### src/rtl/cmdin_stream_monitor_pkg.sv
// Shared command-in constants, monitor error codes and parser states.
package cmdin_stream_monitor_pkg;

    // Header word layout
    localparam int CMD_TYPE_L      = 0;
    localparam int CMD_TYPE_H      = 7;
    localparam int NUM_ARGS_OFFSET = 8;
    localparam int DESTID_L        = 32;
    localparam int DESTID_H        = 39;

    localparam logic [7:0] HWR_CMDOUT_ID_BYTE = 8'h11;

    // TID word: non-zero top byte marks an accelerator-originated task
    localparam int ACC_TASK_L = 56;

    // Argument flag word carries the argument index in its upper half
    localparam int ARG_FLAG_IDX_L = 32;

    localparam logic [7:0] EXEC_TASK_CODE      = 8'h01;
    localparam logic [7:0] SETUP_HW_INST_CODE  = 8'h02;
    localparam logic [7:0] EXEC_PERI_TASK_CODE = 8'h05;

    typedef enum logic [3:0] {
        ErrNone        = 4'd0,
        ErrBadType     = 4'd1,
        ErrBadDestid   = 4'd2,
        ErrTooManyArgs = 4'd3,
        ErrDestRange   = 4'd4,
        ErrDestChange  = 4'd5,
        ErrAccNotExec  = 4'd6,
        ErrAccNoargs   = 4'd7,
        ErrArgIdx      = 4'd8,
        ErrEarlyLast   = 4'd9,
        ErrMissingLast = 4'd10
    } CmdinMonErr_t;

    typedef enum logic [2:0] {
        StHeader,
        StTid,
        StPtid,
        StPeriod,
        StArgFlag,
        StArg,
        StDrain
    } cmdin_mon_state_e;

    function automatic logic is_known_code(input logic [7:0] code);
        return (code == EXEC_TASK_CODE) || (code == SETUP_HW_INST_CODE) ||
               (code == EXEC_PERI_TASK_CODE);
    endfunction

endpackage

### src/rtl/cmdin_mon_stats.sv
// Per-accelerator saturating command counters with a registered read port.
module cmdin_mon_stats
    import cmdin_stream_monitor_pkg::*;
#(
    parameter int NUM_ACCS = 16,
    parameter int CNT_W    = 32,
    parameter int ACC_ID_W = 4
) (
    input  logic                clk,
    input  logic                rst,
    input  logic                inc_i,
    input  logic [ACC_ID_W-1:0] inc_sel_i,
    input  logic                clear_i,
    input  logic [ACC_ID_W-1:0] rd_sel_i,
    output logic [CNT_W-1:0]    rd_data_o
);

    logic [CNT_W-1:0] cnt_q [NUM_ACCS];
    logic [CNT_W-1:0] rd_mux;
    logic [CNT_W-1:0] rd_data_q;

    for (genvar i = 0; i < NUM_ACCS; i++) begin : g_cnt
        // Saturating increment; clear overrides a coincident increment
        always_ff @(posedge clk) begin
            if (rst || clear_i) begin
                cnt_q[i] <= '0;
            end else if (inc_i && (inc_sel_i == ACC_ID_W'(i)) && (cnt_q[i] != '1)) begin
                cnt_q[i] <= cnt_q[i] + 1'b1;
            end
        end
    end

    // Read select; out-of-range selects read as zero
    always_comb begin
        rd_mux = '0;
        for (int i = 0; i < NUM_ACCS; i++) begin
            if (rd_sel_i == ACC_ID_W'(i)) rd_mux = cnt_q[i];
        end
    end

    // Registered read port, zeroed together with the bank
    always_ff @(posedge clk) begin
        if (rst || clear_i) rd_data_q <= '0;
        else                rd_data_q <= rd_mux;
    end

    assign rd_data_o = rd_data_q;

endmodule

### src/rtl/cmdin_stream_monitor.sv
// Passive command-in AXI-Stream parser: latches the first violation, resyncs on
// packet boundaries and counts good commands and violating packets.
module cmdin_stream_monitor
    import cmdin_stream_monitor_pkg::*;
#(
    parameter int NUM_ACCS = 16,
    parameter int MAX_ARGS = 15,
    parameter int CNT_W    = 32,
    localparam int ACC_ID_W = (NUM_ACCS > 1) ? $clog2(NUM_ACCS) : 1
) (
    input  logic                clk,
    input  logic                rst,
    input  logic                s_valid,
    input  logic                s_ready,
    input  logic [63:0]         s_data,
    input  logic                s_last,
    input  logic [7:0]          s_dest,
    input  logic                clear_err,
    input  logic                clear_stats,
    output logic                err_valid,
    output logic [3:0]          err_code,
    output logic [7:0]          err_dest,
    output logic [7:0]          err_word,
    output logic [63:0]         err_data,
    output logic                busy,
    input  logic [ACC_ID_W-1:0] stat_sel,
    output logic [CNT_W-1:0]    stat_cmds,
    output logic [CNT_W-1:0]    total_cmds,
    output logic [CNT_W-1:0]    total_errs
);

    cmdin_mon_state_e state_q, state_d;
    logic [7:0]  code_q, code_d;
    logic [7:0]  nargs_q, nargs_d;
    logic [7:0]  dest_q, dest_d;
    logic [7:0]  idx_q, idx_d;
    logic [7:0]  word_q, word_d;
    logic        pkt_err_q, pkt_err_d;

    logic        err_valid_q;
    logic [3:0]  err_code_q;
    logic [7:0]  err_dest_q, err_word_q;
    logic [63:0] err_data_q;
    logic [CNT_W-1:0] total_cmds_q, total_errs_q;

    logic         beat, final_w, pkt_end, good_pkt, err_inc, any_hit, acc_task;
    logic [10:1]  hits;
    CmdinMonErr_t first_err;

    logic [7:0] hdr_code, hdr_nargs;
    assign beat      = s_valid && s_ready;
    assign hdr_code  = s_data[CMD_TYPE_H:CMD_TYPE_L];
    assign hdr_nargs = s_data[NUM_ARGS_OFFSET +: 8];
    assign acc_task  = s_data[63:ACC_TASK_L] != '0;

    // Next-state parse of the current beat and per-beat violation detection
    always_comb begin
        state_d   = state_q;
        code_d    = code_q;
        nargs_d   = nargs_q;
        dest_d    = dest_q;
        idx_d     = idx_q;
        word_d    = word_q;
        pkt_err_d = pkt_err_q;
        hits      = '0;
        final_w   = 1'b0;
        pkt_end   = 1'b0;
        if (beat) begin
            unique case (state_q)
                StHeader: begin
                    code_d   = hdr_code;
                    nargs_d  = hdr_nargs;
                    dest_d   = s_dest;
                    idx_d    = '0;
                    hits[1]  = !is_known_code(hdr_code);
                    hits[2]  = (hdr_code != SETUP_HW_INST_CODE) &&
                               (s_data[DESTID_H:DESTID_L] != HWR_CMDOUT_ID_BYTE);
                    hits[3]  = hdr_nargs > 8'(MAX_ARGS);
                    hits[4]  = {1'b0, s_dest} >= 9'(NUM_ACCS);
                    state_d  = StTid;
                end
                StTid: begin
                    hits[6] = acc_task && (code_q != EXEC_TASK_CODE);
                    hits[7] = acc_task && (nargs_q == '0);
                    final_w = code_q == SETUP_HW_INST_CODE;
                    state_d = StPtid;
                end
                StPtid: begin
                    if (code_q == EXEC_PERI_TASK_CODE) state_d = StPeriod;
                    else if (nargs_q != '0)           state_d = StArgFlag;
                    else                              final_w = 1'b1;
                end
                StPeriod: begin
                    if (nargs_q != '0) state_d = StArgFlag;
                    else               final_w = 1'b1;
                end
                StArgFlag: begin
                    hits[8] = s_data[63:ARG_FLAG_IDX_L] != {24'h0, idx_q};
                    state_d = StArg;
                end
                StArg: begin
                    idx_d = idx_q + 8'd1;
                    if (idx_d == nargs_q) final_w = 1'b1;
                    else                  state_d = StArgFlag;
                end
                StDrain: begin
                    if (s_last) begin
                        pkt_end = 1'b1;
                        state_d = StHeader;
                    end
                end
                default: state_d = StHeader;
            endcase

            if (state_q != StDrain) begin
                if (state_q != StHeader) hits[5] = s_dest != dest_q;
                hits[9]  = s_last && !final_w;
                hits[10] = !s_last && final_w;
                if (s_last) begin
                    // Either the packet completed or it ended early; both resync here
                    pkt_end = 1'b1;
                    state_d = StHeader;
                end else if (hits[10]) begin
                    state_d = StDrain;
                end else if ((state_q == StHeader) && (hits[1] || hits[3])) begin
                    // Header cannot be trusted to frame the packet; skip to last
                    state_d = StDrain;
                end
            end

            word_d = pkt_end ? 8'd0 : word_q + 8'd1;
        end

        any_hit = |hits;
        if (any_hit) pkt_err_d = 1'b1;
        if (pkt_end) pkt_err_d = 1'b0;
        good_pkt = pkt_end && !pkt_err_q && !any_hit;
        err_inc  = any_hit && !pkt_err_q;

        first_err = ErrNone;
        for (int i = 10; i >= 1; i--) begin
            if (hits[i]) first_err = CmdinMonErr_t'(4'(i));
        end
    end

    // Parser state registers
    always_ff @(posedge clk) begin
        if (rst) begin
            state_q   <= StHeader;
            code_q    <= '0;
            nargs_q   <= '0;
            dest_q    <= '0;
            idx_q     <= '0;
            word_q    <= '0;
            pkt_err_q <= 1'b0;
        end else begin
            state_q   <= state_d;
            code_q    <= code_d;
            nargs_q   <= nargs_d;
            dest_q    <= dest_d;
            idx_q     <= idx_d;
            word_q    <= word_d;
            pkt_err_q <= pkt_err_d;
        end
    end

    // Sticky first-error capture; a new error beats a coincident clear
    always_ff @(posedge clk) begin
        if (rst) begin
            err_valid_q <= 1'b0;
            err_code_q  <= '0;
            err_dest_q  <= '0;
            err_word_q  <= '0;
            err_data_q  <= '0;
        end else if (any_hit && (!err_valid_q || clear_err)) begin
            err_valid_q <= 1'b1;
            err_code_q  <= first_err;
            err_dest_q  <= s_dest;
            err_word_q  <= word_q;
            err_data_q  <= s_data;
        end else if (clear_err) begin
            err_valid_q <= 1'b0;
            err_code_q  <= '0;
            err_dest_q  <= '0;
            err_word_q  <= '0;
            err_data_q  <= '0;
        end
    end

    // Saturating totals; clear overrides a coincident increment
    always_ff @(posedge clk) begin
        if (rst || clear_stats) begin
            total_cmds_q <= '0;
            total_errs_q <= '0;
        end else begin
            if (good_pkt && (total_cmds_q != '1)) total_cmds_q <= total_cmds_q + 1'b1;
            if (err_inc && (total_errs_q != '1))  total_errs_q <= total_errs_q + 1'b1;
        end
    end

    cmdin_mon_stats #(
        .NUM_ACCS (NUM_ACCS),
        .CNT_W    (CNT_W),
        .ACC_ID_W (ACC_ID_W)
    ) u_stats (
        .clk       (clk),
        .rst       (rst),
        .inc_i     (good_pkt),
        .inc_sel_i (dest_q[ACC_ID_W-1:0]),
        .clear_i   (clear_stats),
        .rd_sel_i  (stat_sel),
        .rd_data_o (stat_cmds)
    );

    assign err_valid  = err_valid_q;
    assign err_code   = err_code_q;
    assign err_dest   = err_dest_q;
    assign err_word   = err_word_q;
    assign err_data   = err_data_q;
    assign busy       = state_q != StHeader;
    assign total_cmds = total_cmds_q;
    assign total_errs = total_errs_q;

endmodule

### config.mk
export PLATFORM = sky130hd
export DESIGN_NAME = cmdin_stream_monitor
export DESIGN_NICKNAME = d
export VERILOG_FILES = /design/src/rtl/cmdin_stream_monitor_pkg.sv /design/src/rtl/cmdin_mon_stats.sv /design/src/rtl/cmdin_stream_monitor.sv
export SDC_FILE = /design/constraint.sdc
export NUM_CORES = 2
export LEC_CHECK = 0
export CORE_ASPECT_RATIO = 0.8
export CORE_UTILIZATION = 64
export DETAILED_ROUTE_END_ITERATION = 10
export PLACE_DENSITY_LB_ADDON = 0.1
export SYNTH_ARGS = -nofsm -noshare
export SYNTH_HDL_FRONTEND = slang
export SYNTH_SLANG_ARGS = --single-unit
### constraint.sdc
create_clock -name clk -period 16.2 [get_ports clk]
set_input_delay 3.24 -clock clk [delete_from_list [all_inputs] [get_ports clk]]
set_output_delay 3.24 -clock clk [all_outputs]
set_load 0.01 [all_outputs]
==> impl_metrics.json <==
{
  "status": "finished clean",
  "hold_viol": 0,
  "clkSinkCount": 737,
  "grt_util_met2_pct": 54.67,
  "fp-row-count": 82,
  "finalCriticalPeriod_ns": 7.324,
  "cts_root_buffer": "clkbuf_16",
  "io_pins": 265,
  "avgRoutedWirePerCell_um": 22.77,
  "rsz0062_at_grt": "no",
  "grt_antenna_before_repair": 2,
  "first_global_vias": 31520,
  "drv_cap": 0,
  "hold_class": "reg -> reg",
  "cp_slowest_cell": "nor4_1",
  "syn_area_per_cell_um2": 9.389,
  "min_path_cells": 2,
  "path_class": "in -> reg",
  "critPathRequiredTime_ns": 16.47,
  "hold_path.startpoint": "code_q[5]$_SDFFE_PP0P_",
  "cpPeakStageDelay_ns": 0.62,
  "syn_area_um2": 40590,
  "synth_xor_area_share_pct": 11.82,
  "clk_path_buf_depth": 3,
  "grt_usage_pct": 37.08,
  "use_met3_pct": 10.18,
  "gr-total-overflow": 0,
  "drc": 0,
  "worst-r2r-setup-slack_ns": 11.40,
  "setup_violations": 0,
  "gp_congestion": 1.070,
  "viasPerCell": 6.433,
  "dieArea_um2": 64440,
  "cts_tree": "built",
  "grt_max_degree": 86,
  "critPathTopFamily": "simple AND/OR/NAND/NOR gates",
  "worst-r2r-cell-count": 11,
  "start_util_pct": 64.75,
  "fin_worst_skew_ns": 0.02556,
  "synth_top_family_by_area": "simple AND/OR/NAND/NOR gates",
  "dp_slack_ns": 8.300,
  "netlist_instances": 4323,
  "yosysSeqAreaShare_pct": 48.98,
  "crit_fanout": 45,
  "drive_gt1_share_pct": 5.584,
  "dp_hpwl_mm": 87.28,
  "stdcell_count": 5393,
  "relSlewSlack_pct": 22.54,
  "synthFlopType": "edfxtp_1",
  "syn_to_final_growth_pct": 14.26,
  "ys_types": 82,
  "post_cts_buffers": 0,
  "num_vias": 34690,
  "cts-hold-fix-buffers": 0,
  "finish.utilization_pct": 73.99,
  "yosys.area_share.simple_pct": 24.86,
  "synth_fp_nets": 4426,
  "htree_levels": 3,
  "use_met1_pct": 51.89,
  "final_common_cell": "nor2_1",
  "pwr_density_cell_nw_per_um2": 94.10,
  "ir_drop_mv": 0.07224,
  "nets": 4594,
  "rr_startpoint": "idx_q[0]$_SDFFE_PP0P_",
  "fmax_ghz": 0.1365,
  "io_buffers": 264,
  "cp_num_buf_inv": 3,
  "layout_common_cells": "751 x nor2_1, 512 x edfxtp_1, 434 x nand2_1",
  "dp.cells": 5253,
  "arrival_ns": 7.59,
  "power_leakage_nw": 15.04,
  "die_y_um": 227.3,
  "dr.pass1.iters": 6,
  "drtIter0Drc": 4689,
  "synth_edf_count": 512,
  "reg2reg_to": "u_stats.cnt_q[1][50]$_SDFFCE_PN0P_",
  "grt_pass1_wl_mm": 184.9,
  "fin_crit_sh_pct": 45.21,
  "final-max-slew-violation-count": 0,
  "synthArstFlopShare_pct": 0,
  "clock_latency_ns": 0.64,
  "grt.busiest_layer": "met2",
  "cts_resized": 0,
  "antenna_left": 0,
  "wirelength_mm": 122.8,
  "synthAdderAreaFrac_pct": 0.6165,
  "layout_setup_ws_ns": 8.876,
  "startpoint_type": "input pin",
  "chipWidth_um": 283.6,
  "synth_mux_area_share_pct": 1.301,
  "yosysWarningCount": 0,
  "cts.clk_slew.worst_paths_ns": 0.06,
  "end_kind": "register",
  "synth_compound_area_share_pct": 9.550,
  "timing.setup.tns_ns": 0,
  "numCtsBuffers": 76,
  "yosys_register_bits": 737,
  "tightest_slew_ns": 1.150,
  "coreArea_um2": 62690,
  "timing.critical_path.cells": "clkdlybuf4s50_1 > nor4_1 > nand2_1 > nor4_1 > nor3b_1 > a2111o_1 > buf_4 > nor3_4 > nand3b_1 > o31ai_4 > buf_4",
  "hold_slack_ns": 0.4528,
  "holdPathEnd": "code_q[5]$_SDFFE_PP0P_"
}
[synthesized netlist by cell type (all sizes together) (20+ instances only)]
master | instances | area share, %
o22ai | 20 | 0.31
xor2 | 324 | 7.0
dfxtp | 225 | 11
and2 | 22 | 0.34
nand4 | 128 | 2.0
nor2b | 28 | 0.43
nor4 | 44 | 0.73
and4 | 60 | 1.3
a22o | 28 | 0.60
o221ai | 20 | 0.43
inv | 73 | 0.68
edfxtp | 512 | 38
and3 | 106 | 1.6
nand2b | 21 | 0.32
ha | 20 | 0.62
a22oi | 25 | 0.46
buf | 51 | 0.59
xnor2 | 224 | 4.8
nor3 | 68 | 0.88
nand3 | 226 | 2.8
or3 | 27 | 0.42
mux2 | 26 | 0.72
o21ai | 138 | 1.7
nand2 | 434 | 4.0
a21oi | 190 | 2.4
a31oi | 20 | 0.31
or4 | 25 | 0.46
nand3b | 96 | 1.8
a221oi | 39 | 0.84
clkbuf | 174 | 1.6
nor2 | 755 | 7.0
[state kept, by name (all words and copies together) (netlist names)]
| name | count |
|---|---|
| u_stats.cnt_q | 512 |
| err_data | 64 |
| total_cmds | 32 |
| total_errs | 32 |
| u_stats.rd_data_o | 32 |
| code_q | 8 |
| dest_q | 8 |
| err_dest | 8 |
| err_word | 8 |
| idx_q | 8 |
| nargs_q | 8 |
| word_q | 8 |
| err_code | 4 |
| state_q | 3 |
| err_valid | 1 |
| pkt_err_q | 1 |
[power breakdown]
part / switching (mW) / total, mW / leakage, nW / internal [mW]
Sequential: 0.0998 / 2.19 / 7.54 / 2.09
Clock: 0.762 / 1.77 / 1.19 / 1.00
Combinational: 0.253 / 0.408 / 6.31 / 0.155
Total: 1.11 / 4.36 / 15.0 / 3.25
[worst register-to-register path: stages (launching register included)]
cell and delay (ns):
dfxtp_1 0.51, ha_1 0.35, nand3_1 0.18, or3_1 0.42
a211oi_2 0.30, a31oi_1 0.24, a2111o_1 0.47, buf_4 0.29
nor3_4 0.48, nand3b_1 0.38, o31ai_4 0.36, buf_4 0.44
[final cells by class]
cell class	instances	area, µm²
antenna	4	10.01
multi-input combinational	3288	19720
timing repair buffer	315	3013
clock buffer	104	2133
tap	840	1051
fill	4599	16310
sequential	737	19880
inverter	73	274.0
clock inverter	32	302.8
[per-layer routing]
layer | wire length [µm] | up-vias
met4 | 4945 | 0
met2 | 53400 | 1937
met1 | 49830 | 16630
met5 | 0 | -
li1 | - | 15840
met3 | 14610 | 288
[through the flow]
stage / cell area (µm²) / total power [mW]
6_report: 46380 / 4.364
5_1_grt: 46370 / 4.478
4_1_cts: 46370 / 4.358
3_5_place_dp: 43930 / 2.620
2_1_floorplan: 40590 / 2.429
3_3_place_gp: 43930 / 2.615
[cell families (layout without fill, tap and decap cells)]
family	Yosys count	in the layout
mux	42	42
fa+ha+maj	20	20
xor+xnor	548	548
flops	737	737
buf+inv	298	524
simple gates	2080	2080
compound gates	598	598
other cells	0	4
[worst max path at each step]
stage,from,end,slack [ns],depth (start not counted)
after CTS,s_data[60],u_stats.cnt_q[1][32]$_SDFFCE_PN0P_,8.94,11
after global routing,s_data[56],u_stats.cnt_q[1][33]$_SDFFCE_PN0P_,8.78,11
after detailed placement,s_data[60],u_stats.cnt_q[1][32]$_SDFFCE_PN0P_,8.30,11
final,s_data[56],u_stats.cnt_q[1][50]$_SDFFCE_PN0P_,8.88,11
after floorplan,s_data[12],u_stats.cnt_q[1][128]$_SDFFCE_PN0P_,7.31,7
after global placement,s_data[60],u_stats.cnt_q[1][32]$_SDFFCE_PN0P_,8.39,11
No activity file was read; power rests on OpenSTA's default activity.
